--- src/rtl/alu_op_sequencer.sv ---
// Issue side of the 32-bit ALU: registers sel/a/b, holds them for the op's
// latency, captures the result and returns it over valid/ready. Optional perf counters: ALU_SEQ_PERF_EN.
module alu_op_sequencer #(
  parameter int MOD_CYCLES = 40,
  parameter int CNT_W      = 8
) (
  input  logic        clk,
  input  logic        reset,
  input  logic        req_valid,
  output logic        req_ready,
  input  logic [2:0]  req_op,
  input  logic [31:0] req_a,
  input  logic [31:0] req_b,
  output logic [2:0]  alu_sel,
  output logic [31:0] alu_a,
  output logic [31:0] alu_b,
  output logic        mod_clr,
  input  logic [31:0] alu_result,
  output logic        resp_valid,
  input  logic        resp_ready,
  output logic [31:0] resp_data,
  output logic        resp_zero,
  output logic        resp_err
`ifdef ALU_SEQ_PERF_EN
  ,
  output logic [15:0] op_count,
  output logic [7:0]  err_count
`endif
);

  typedef enum logic [1:0] {IDLE, EXEC, RESP} state_e;

  state_e             state_q, state_d;
  logic [CNT_W-1:0]   cnt_q, cnt_d;
  logic               req_ready_q, req_ready_d;
  logic [2:0]         sel_q, sel_d;
  logic [31:0]        a_q, a_d, b_q, b_d;
  logic               mod_clr_q, mod_clr_d;
  logic               rvalid_q, rvalid_d;
  logic [31:0]        rdata_q, rdata_d;
  logic               rzero_q, rzero_d;
  logic               rerr_q, rerr_d;
`ifdef ALU_SEQ_PERF_EN
  logic [15:0]        opcnt_q, opcnt_d;
  logic [7:0]         errcnt_q, errcnt_d;
`endif

  always_comb begin
    state_d   = state_q;
    cnt_d     = cnt_q;
    sel_d     = sel_q;
    a_d       = a_q;
    b_d       = b_q;
    mod_clr_d = 1'b0;
    rvalid_d  = rvalid_q;
    rdata_d   = rdata_q;
    rzero_d   = rzero_q;
    rerr_d    = rerr_q;
`ifdef ALU_SEQ_PERF_EN
    opcnt_d   = opcnt_q;
    errcnt_d  = errcnt_q;
`endif
    case (state_q)
      IDLE: begin
        if (req_valid && req_ready_q) begin
          if (req_op == 3'd7 && req_b == 32'd0) begin
            // Mod by zero never reaches the ALU; answer directly with an error.
            rdata_d  = 32'hFFFF_FFFF;
            rzero_d  = 1'b0;
            rerr_d   = 1'b1;
            rvalid_d = 1'b1;
            state_d  = RESP;
          end else begin
            sel_d     = req_op;
            a_d       = req_a;
            b_d       = req_b;
            cnt_d     = (req_op == 3'd7) ? CNT_W'(MOD_CYCLES) : CNT_W'(1);
            mod_clr_d = (req_op == 3'd7);
            state_d   = EXEC;
          end
        end
      end
      EXEC: begin
        cnt_d = cnt_q - CNT_W'(1);
        if (cnt_q == CNT_W'(1)) begin
          rdata_d  = alu_result;
          rzero_d  = (alu_result == 32'd0);
          rerr_d   = 1'b0;
          rvalid_d = 1'b1;
          state_d  = RESP;
        end
      end
      RESP: begin
        if (rvalid_q && resp_ready) begin
          rvalid_d = 1'b0;
          state_d  = IDLE;
`ifdef ALU_SEQ_PERF_EN
          opcnt_d = opcnt_q + 16'd1;
          if (rerr_q && errcnt_q != 8'hFF) errcnt_d = errcnt_q + 8'd1;
`endif
        end
      end
      default: state_d = IDLE;
    endcase
    // Registered ready: low while busy and for the first cycle out of reset.
    req_ready_d = (state_d == IDLE);
  end

  always_ff @(posedge clk or posedge reset) begin
    if (reset) begin
      state_q     <= IDLE;
      cnt_q       <= '0;
      req_ready_q <= 1'b0;
      sel_q       <= '0;
      a_q         <= '0;
      b_q         <= '0;
      mod_clr_q   <= 1'b0;
      rvalid_q    <= 1'b0;
      rdata_q     <= '0;
      rzero_q     <= 1'b0;
      rerr_q      <= 1'b0;
`ifdef ALU_SEQ_PERF_EN
      opcnt_q     <= '0;
      errcnt_q    <= '0;
`endif
    end else begin
      state_q     <= state_d;
      cnt_q       <= cnt_d;
      req_ready_q <= req_ready_d;
      sel_q       <= sel_d;
      a_q         <= a_d;
      b_q         <= b_d;
      mod_clr_q   <= mod_clr_d;
      rvalid_q    <= rvalid_d;
      rdata_q     <= rdata_d;
      rzero_q     <= rzero_d;
      rerr_q      <= rerr_d;
`ifdef ALU_SEQ_PERF_EN
      opcnt_q     <= opcnt_d;
      errcnt_q    <= errcnt_d;
`endif
    end
  end

  assign req_ready  = req_ready_q;
  assign alu_sel    = sel_q;
  assign alu_a      = a_q;
  assign alu_b      = b_q;
  assign mod_clr    = mod_clr_q;
  assign resp_valid = rvalid_q;
  assign resp_data  = rdata_q;
  assign resp_zero  = rzero_q;
  assign resp_err   = rerr_q;
`ifdef ALU_SEQ_PERF_EN
  assign op_count   = opcnt_q;
  assign err_count  = errcnt_q;
`endif

endmodule

--- config.mk ---
export PLATFORM = sky130hd
export DESIGN_NAME = alu_op_sequencer
export DESIGN_NICKNAME = d
export VERILOG_FILES = /design/src/rtl/alu_op_sequencer.sv
export SDC_FILE = /design/constraint.sdc
export NUM_CORES = 1
export LEC_CHECK = 0
export CAP_MARGIN = 20
export CORE_MARGIN = 5
export CORE_UTILIZATION = 43
export DETAILED_ROUTE_END_ITERATION = 16
export GPL_TIMING_DRIVEN = 0
export PLACE_DENSITY = 0.81
export SYNTH_ARGS = -nofsm -noshare
export SYNTH_HDL_FRONTEND = slang
export SYNTH_SLANG_ARGS = --single-unit
--- constraint.sdc ---
create_clock -name clk -period 4.5 [get_ports clk]
set_input_delay 0.9 -clock clk [delete_from_list [all_inputs] [get_ports clk]]
set_output_delay 0.9 -clock clk [all_outputs]
set_load 0.02 [all_outputs]
==> results of run 1 <==
[logic make-up (layout without fill, tap and decap cells)]
family / after synthesis / count (layout) / synth area share [%]
AO/OA/AOI/OAI: 29 / 29 / 3.75
adder cells (fa/ha/maj): 2 / 2 / 0.517
buffers and inverters: 52 / 289 / 4.63
flip-flops: 114 / 114 / 58.9
multiplexers: 98 / 98 / 22.0
AND/OR/NAND/NOR: 95 / 95 / 10.1
[critical path, cell delays in order]
cell	delay, ns
clkdlybuf4s50_1	0.43
nor4_1	0.47
nand4_1	0.27
nor3_4	0.36
nand2b_1	0.15
buf_4	0.17
buf_6	0.17
mux2_2	0.34
[worst max path at each step]
stage | slack, ns | depth (start not counted) | end | start
global placement | -0.99 | 2 | alu_b[22]$_DFFE_PP0P_ | reset
global route | 1.37 | 8 | alu_sel[2]$_DFFE_PP0P_ | req_b[26]
floorplan | 0.58 | 1 | alu_a[0]$_DFFE_PP0P_ | reset
detailed placement | 1.12 | 8 | alu_b[12]$_DFFE_PP0P_ | req_b[26]
CTS | 1.53 | 8 | alu_b[12]$_DFFE_PP0P_ | req_b[26]
finish | 1.51 | 8 | alu_b[10]$_DFFE_PP0P_ | req_b[26]
[cells in the final DEF (no fill, tap or decap), drive strengths merged, types with 3 or more instances in the layout]
| cell type | synthesis | routed |
|---|---|---|
| clkdlybuf4s50 | 0 | 206 |
| nand3 | 5 | 5 |
| clkinv | 0 | 4 |
| clkbuf | 5 | 29 |
| nand2 | 9 | 9 |
| dfrtp | 114 | 114 |
| nor4 | 18 | 18 |
| buf | 11 | 12 |
| nand4 | 3 | 3 |
| mux2 | 68 | 68 |
| nor3 | 5 | 5 |
| or3 | 5 | 5 |
| mux2i | 30 | 30 |
| nand2b | 3 | 3 |
| inv | 36 | 36 |
| a21oi | 7 | 7 |
| nor2 | 39 | 39 |
| o21ai | 11 | 11 |
[power breakdown]
part           total [mW]  switching [mW]  internal [mW]  leakage [nW]
Clock                1.27           0.427          0.848         0.280
Combinational        2.76            1.37           1.39          1.92
Sequential           1.75           0.259           1.50          1.30
[registers in the layout, indices dropped and copies added, names as in the netlist]
register and count:
mod_clr 1, resp_valid 1, alu_b 32, resp_data 32, alu_sel 3, alu_a 32
resp_err 1, state_q 2, resp_zero 1, cnt_q 8, req_ready 1
[final cells by class]
cell class,count,area (um^2)
multi-input cells,224,1760
clock inverters,6,80.1
repair buffers,207,2090
clock buffers,24,482
plain buffers,16,88.8
fillers,827,3270
flip-flops and latches,114,2850
well taps,140,175
inverters,36,138
[metal layers]
| metal | global-route usage, % | vias up | routed length, um |
|---|---|---|---|
| li1 | - | 1810 | - |
| met3 | 7.56 | 11 | 1200 |
| met2 | 34.1 | 152 | 6740 |
| met4 | 6.65 | 0 | 150 |
| met5 | 0 | - | 0 |
| met1 | 24.3 | 1903 | 5230 |
[stage by stage]
stage                     hold WS (ns)  utilization [%]  area [um^2]
after floorplan                  0.491                -         4840
after global placement           0.472             64.7         7080
after detailed placement         0.493             65.0         7110
after CTS                        0.505             70.1         7670
final                            0.502             70.1         7670
after global routing             0.518             70.1         7670
==> summary.md, run 1 <==
| Metric | Value |
|---|---|
| Arrival @ worst endpoint | ~3.3 ns |
| Reg-to-reg setup timing slack | 2.34 ns |
| CP startpoint kind | input port |
| Initial drt markers | ~150 |
| Layout Nets | slightly above 700 |
| PD cells | around 750 nW/um^2 |
| Most area-consuming cells after synthesis | dfrtp_1 59%, mux2_2 16%, mux2i_1 6.2% |
| Antenna cells | 0 |
| Max transition margin | 58.9% |
| # resized after CTS | 0 |
| Wirelength per Cell | about 17 um |
| CP max FO | 10 |
| CTS tree | built |
| Die Span X | roughly 120 um |
| Fin crit period | 2.99 ns |
| Post-synthesis instance total | between 300 and 400 |
| Starting Density | approximately 44% |
| Post-synth top cells | 114 x dfrtp_1, 68 x mux2_2, 38 x nor2_1 |
| Max_cap viols | 0 |
| CTS clock-pin slew for the worst setup and hold paths | around 0.050 ns |
| Htree depth | 4 |
| Pins Over Slew Limit | 0 |
| Detailed Place HPWL | just over 10000 um |
| Final setup violation count | 0 |
| Hold Violations, Final | 0 |
| Outcome | finished clean |
| Largest net degree at the start of global routing | ~70 |
| Worst Hold Path EP | alu_a[24]$_DFFE_PP0P_ |
| Vias after detailed routing | between 3000 and 4000 |
| Reg-to-Reg Start | state_q[0]$_DFF_PP0_ |
| I/O pins | around 210 |
| Worst r2r dst | alu_a[26]$_DFFE_PP0P_ |
| Sink Count | ~110 |
| HP Class | reg -> reg |
| Die Area | approximately 13000 um^2 |
| Worst Slack Setup Final | around 1.5 ns |
| Cts bufs inserted | 17 |
| Rows | 38 |
| Final worst-path cycle share | 66.5% |
| WS Path Type | in -> reg |
| Reg2Reg Depth | 6 |
| Area leader, netlist | dfrtp_1 |
| Clock Latency Late Sink | 0.39 ns |
| Synthesized Nets | 495 |
| Hold path depth | 1 |
| Placed Instances | between 700 and 800 |
| Initial antenna violation count | 0 |
| Layout cells sized above 1 | between 15 and 20% |
| Req. time, crit path | between 4 and 5 ns |
| Root Driver | clkbuf_16 |
| Leakage | around 3.5 nW |
| Cell Count, Final, Fillers Out | around 770 |
| DRC violations left | 0 |
| Synth top area share | a little under 60% |
| Area growth from synthesis to layout | 58.5% |
| FFs w/ async S/R, synth | 100% |
| Cell with the most instances after synthesis | dfrtp_1 |
| Yosys warns | 0 |
| Synth Register Bits | roughly 110 |
| Worst Skew | slightly above 0.006 ns |
| Post-synthesis instance area | just under 5000 um^2 |
| Yosys cell types | 37 |
| Vias in the first global route | 4224 |
| Hold wc startpoint | alu_a[24]$_DFFE_PP0P_ |
| Die outline height | 116 um |
| Crit end category | flip-flop |
| Wire length of the first global-routing pass | 21200 um |
| Tot Pwr | between 5 and 6 mW |
| RSZ-0062 raised after global routing | false |
| Dominant synthesized flop cell | dfrtp_1 |
| EDFF count, synth | 0 |
| Seq/Total Area, Yosys | 58.9% |
| Gpl congestion | around 0.85 |
| Hold buffers post-CTS | 0 |
| Fmax | 0.334 GHz |
| Area of the core | roughly 11000 um^2 |
| Remaining antenna violation count | 0 |
| Worst-Margin Slew | about 0.6 ns |
| Postcts setup bufs | 0 |
| Syn_area_per_cell | about 12 um^2 |
| Overflow after GRT | 0 |
| Buffers on Ports | between 200 and 250 |
| Worst slack at placement | 1.12 ns |
| Global Route Usage Sum | 20.3% |
| Clock buffer depth | 2 |
| VDD IR max | between 300 and 400 uV |
| Setup_tns | 0 ns |
| Drt total wl | 13300 um |
| DR pass1 iterations | 4 |
| Via density | 5.05 |
(Power assumes the default switching activity.)
==> run 2, diff against run 1 <==
--- a/config.mk
+++ b/config.mk
@@ -7,10 +7,10 @@
 export LEC_CHECK = 0
 export CAP_MARGIN = 20
 export CORE_MARGIN = 5
-export CORE_UTILIZATION = 43
+export CORE_UTILIZATION = 38
 export DETAILED_ROUTE_END_ITERATION = 16
 export GPL_TIMING_DRIVEN = 0
-export PLACE_DENSITY = 0.81
+export PLACE_DENSITY = 0.76
 export SYNTH_ARGS = -nofsm -noshare
 export SYNTH_HDL_FRONTEND = slang
 export SYNTH_SLANG_ARGS = --single-unit
==> constraint.sdc (replaced) <==
create_clock -name clk -period 2.6 [get_ports clk]
set_input_delay 0.52 -clock clk [delete_from_list [all_inputs] [get_ports clk]]
set_output_delay 0.52 -clock clk [all_outputs]
set_load 0.02 [all_outputs]
==> summary.md, run 2 (synthesized netlist as in run 1, its figures left out) <==
| Metric | Value |
|---|---|
| DRC violations left | 0 |
| Wirelength per Cell | around 17 um |
| Hold Violations, Final | 0 |
| Switching Fraction | a little over a third |
| Max_cap viols | 0 |
| Most frequent cells in the layout | 206 x clkdlybuf4s50_1, 114 x dfrtp_1, 68 x mux2_2 |
| Initial drt markers | between 150 and 200 |
| Detailed Place HPWL | 10300 um |
| Tot Pwr | roughly 10 mW |
| Htree depth | 4 |
| Final worst-path cycle share | between 90% and 100% |
| Remaining antenna violation count | 0 |
| Wire length of the first global-routing pass | about 21000 um |
| WP buf/inv | 3 |
| Worst Skew | 0.00680 ns |
| Worst-Margin Slew | 0.918 ns |
| Initial antenna violation count | 0 |
| Max transition margin | 38.7% |
| Sink Count | between 100 and 150 |
| Crit-path leading delay family | simple AND/OR/NAND/NOR gates |
| Gpl congestion | 0.809 |
| Area growth from synthesis to layout | 60.5% |
| Gate power share | between 40 and 50% |
| Leading cell type in the layout, fill and taps excluded | clkdlybuf4s50_1 |
| Crit end category | flip-flop |
| Pins Over Slew Limit | 0 |
| CP max FO | 10 |
| Vias after detailed routing | slightly below 4000 |
| Clock Latency Late Sink | 0.40 ns |
| Starting Density | roughly two fifths |
| Die Span X | around 120 um |
| Share of the core filled with cells | approximately three fifths |
| DR pass1 iterations | 4 |
| Clock buffer depth | 2 |
| Cell Count, Final, Fillers Out | between 800 and 900 |
| Root Driver | clkbuf_16 |
| FF/Latch Area | approximately 2900 um^2 |
| CP max stage cell | clkdlybuf4s50_1 |
| Final instance area | 7770 um^2 |
| Area post-placement | about 7200 um^2 |
| Die outline height | roughly 120 um |
| Die Area | approximately 15000 um^2 |
| Vias in the first global route | about 4200 |
| Drt total wl | 13300 um |
| Cts bufs inserted | 17 |
| Reg-to-reg setup timing slack | between 0.4 and 0.5 ns |
| Fmax | ~0.41 GHz |
| Req. time, crit path | 2.88 ns |
| VDD IR max | 757 uV |
| Net Sw Power | between 3 and 4 mW |
| Buffers on Ports | 206 |
| Clock Power Share | 21.3% |
| Multi-input gate area | around 1800 um^2 |
| Largest net degree at the start of global routing | just over 40 |
| Filler instances | roughly 1000 |
| CTS clock-pin slew for the worst setup and hold paths | approximately 0.050 ns |
| Arrival @ worst endpoint | approximately 2.7 ns |
| WS Path Type | in -> reg |
| Overflow after GRT | 0 |
| HP Class | reg -> reg |
| Via density | just under 5 |
| CTS tree | built |
| Fin crit period | around 2.5 ns |
| Rows | between 40 and 50 |
| I/O pins | 207 |
| Worst Slack Setup Final | about 0.14 ns |
| Layout cells sized above 1 | about a fifth |
| Global Route Usage Sum | between 10% and 20% |
| Area of the core | around 13000 um^2 |
| Antenna cells | 0 |
| Crit path largest cell delay | between 0.4 and 0.5 ns |
| Final setup violation count | 0 |
| Outcome | finished clean |
| CP Cell Sequence | clkdlybuf4s50_1 -> nor4_4 -> nand4_1 -> nor3_4 -> nand2b_1 -> buf_4 -> buf_6 -> mux2_2 |
| Placed Instances | 770 |
| Layout Nets | approximately 720 |
| P_int | about 6.4 mW |
| Seq pwr share | between 30 and 40% |
| Worst slack at placement | -0.376 ns |
| CP startpoint kind | input port |
| Leakage | 3.51 nW |
| PD cells | 1280 nW/um^2 |
==> run 2: cell types whose count changed in the layout (fill, tap and decap cells not counted), moves of 2 or more <==
cell        previous run  this run
buf_4                  1         3
nor4_1                17        12
bufinv_16              2         0
clkinvlp_4             0         2
buf_12                 0         2
nor4_2                 1         5
clkbuf_1               9         7
clkbuf_8               3         7
==> run 2: timing repair <==
action,CTS,global route
setup buffers,0,2
endpoints found under the setup margin,0,54
resized for setup,0,6
hold buffers,0,0
==> run 2: worst register-to-register path: stages (launching register included) <==
cell and delay (ns):
dfrtp_1 0.35, buf_2 0.16, nor2_1 0.14, nand3_1 0.17, nor2_2 0.45, buf_2 0.35, mux2_2 0.37
==> run 2: worst paths after layout <==
check,from,end,cells after the start
worst max-delay path,req_b[10],alu_b[22]$_DFFE_PP0P_,8
worst min-delay path,alu_sel[1]$_DFFE_PP0P_,alu_sel[1]$_DFFE_PP0P_,1
worst max register to register,state_q[0]$_DFF_PP0_,alu_a[16]$_DFFE_PP0P_,6
worst min register to register,alu_sel[1]$_DFFE_PP0P_,alu_sel[1]$_DFFE_PP0P_,1
max in group asynchronous,reset,alu_a[8]$_DFFE_PP0P_,3
min in group asynchronous,reset,alu_b[28]$_DFFE_PP0P_,2
==> run 2: per-stage QoR <==
step	TNS [ns]	hold slack (ns)
after global placement	-67.87	0.478
after CTS	0	0.505
final	0	0.503
after detailed placement	-25.27	0.482
after global routing	-0.0433	0.511
after floorplan	0	0.491
==> run 2: layer usage <==
layer,share of wire [%],vias up,global-route usage [%]
met5,0,-,0
met4,1.6,0,6.79
met3,10,17,7.47
met2,50,164,30.7
met1,38,1922,20.9
li1,-,1819,-
==> run 2: area by class of cell <==
class / instances / share of cell area [%]
flip-flops and latches: 114 / 36.7
repair buffers: 210 / 27.3
multi-input cells: 224 / 23.2
clock buffers: 26 / 6.81
well taps: 172 / 2.77
inverters: 36 / 1.79
plain buffers: 16 / 1.14
clock inverters: 4 / 0.290
==> run 2: power groups by stage <==
stage	Clock [mW]	Combinational (mW)	Sequential, mW
4_1_cts	2.17	4.84	3.05
2_1_floorplan	0	1.79	3.91
6_report	2.12	4.77	3.04
3_5_place_dp	0	4.81	3.06
3_3_place_gp	0	4.69	3.02
5_1_grt	2.25	5.12	3.15
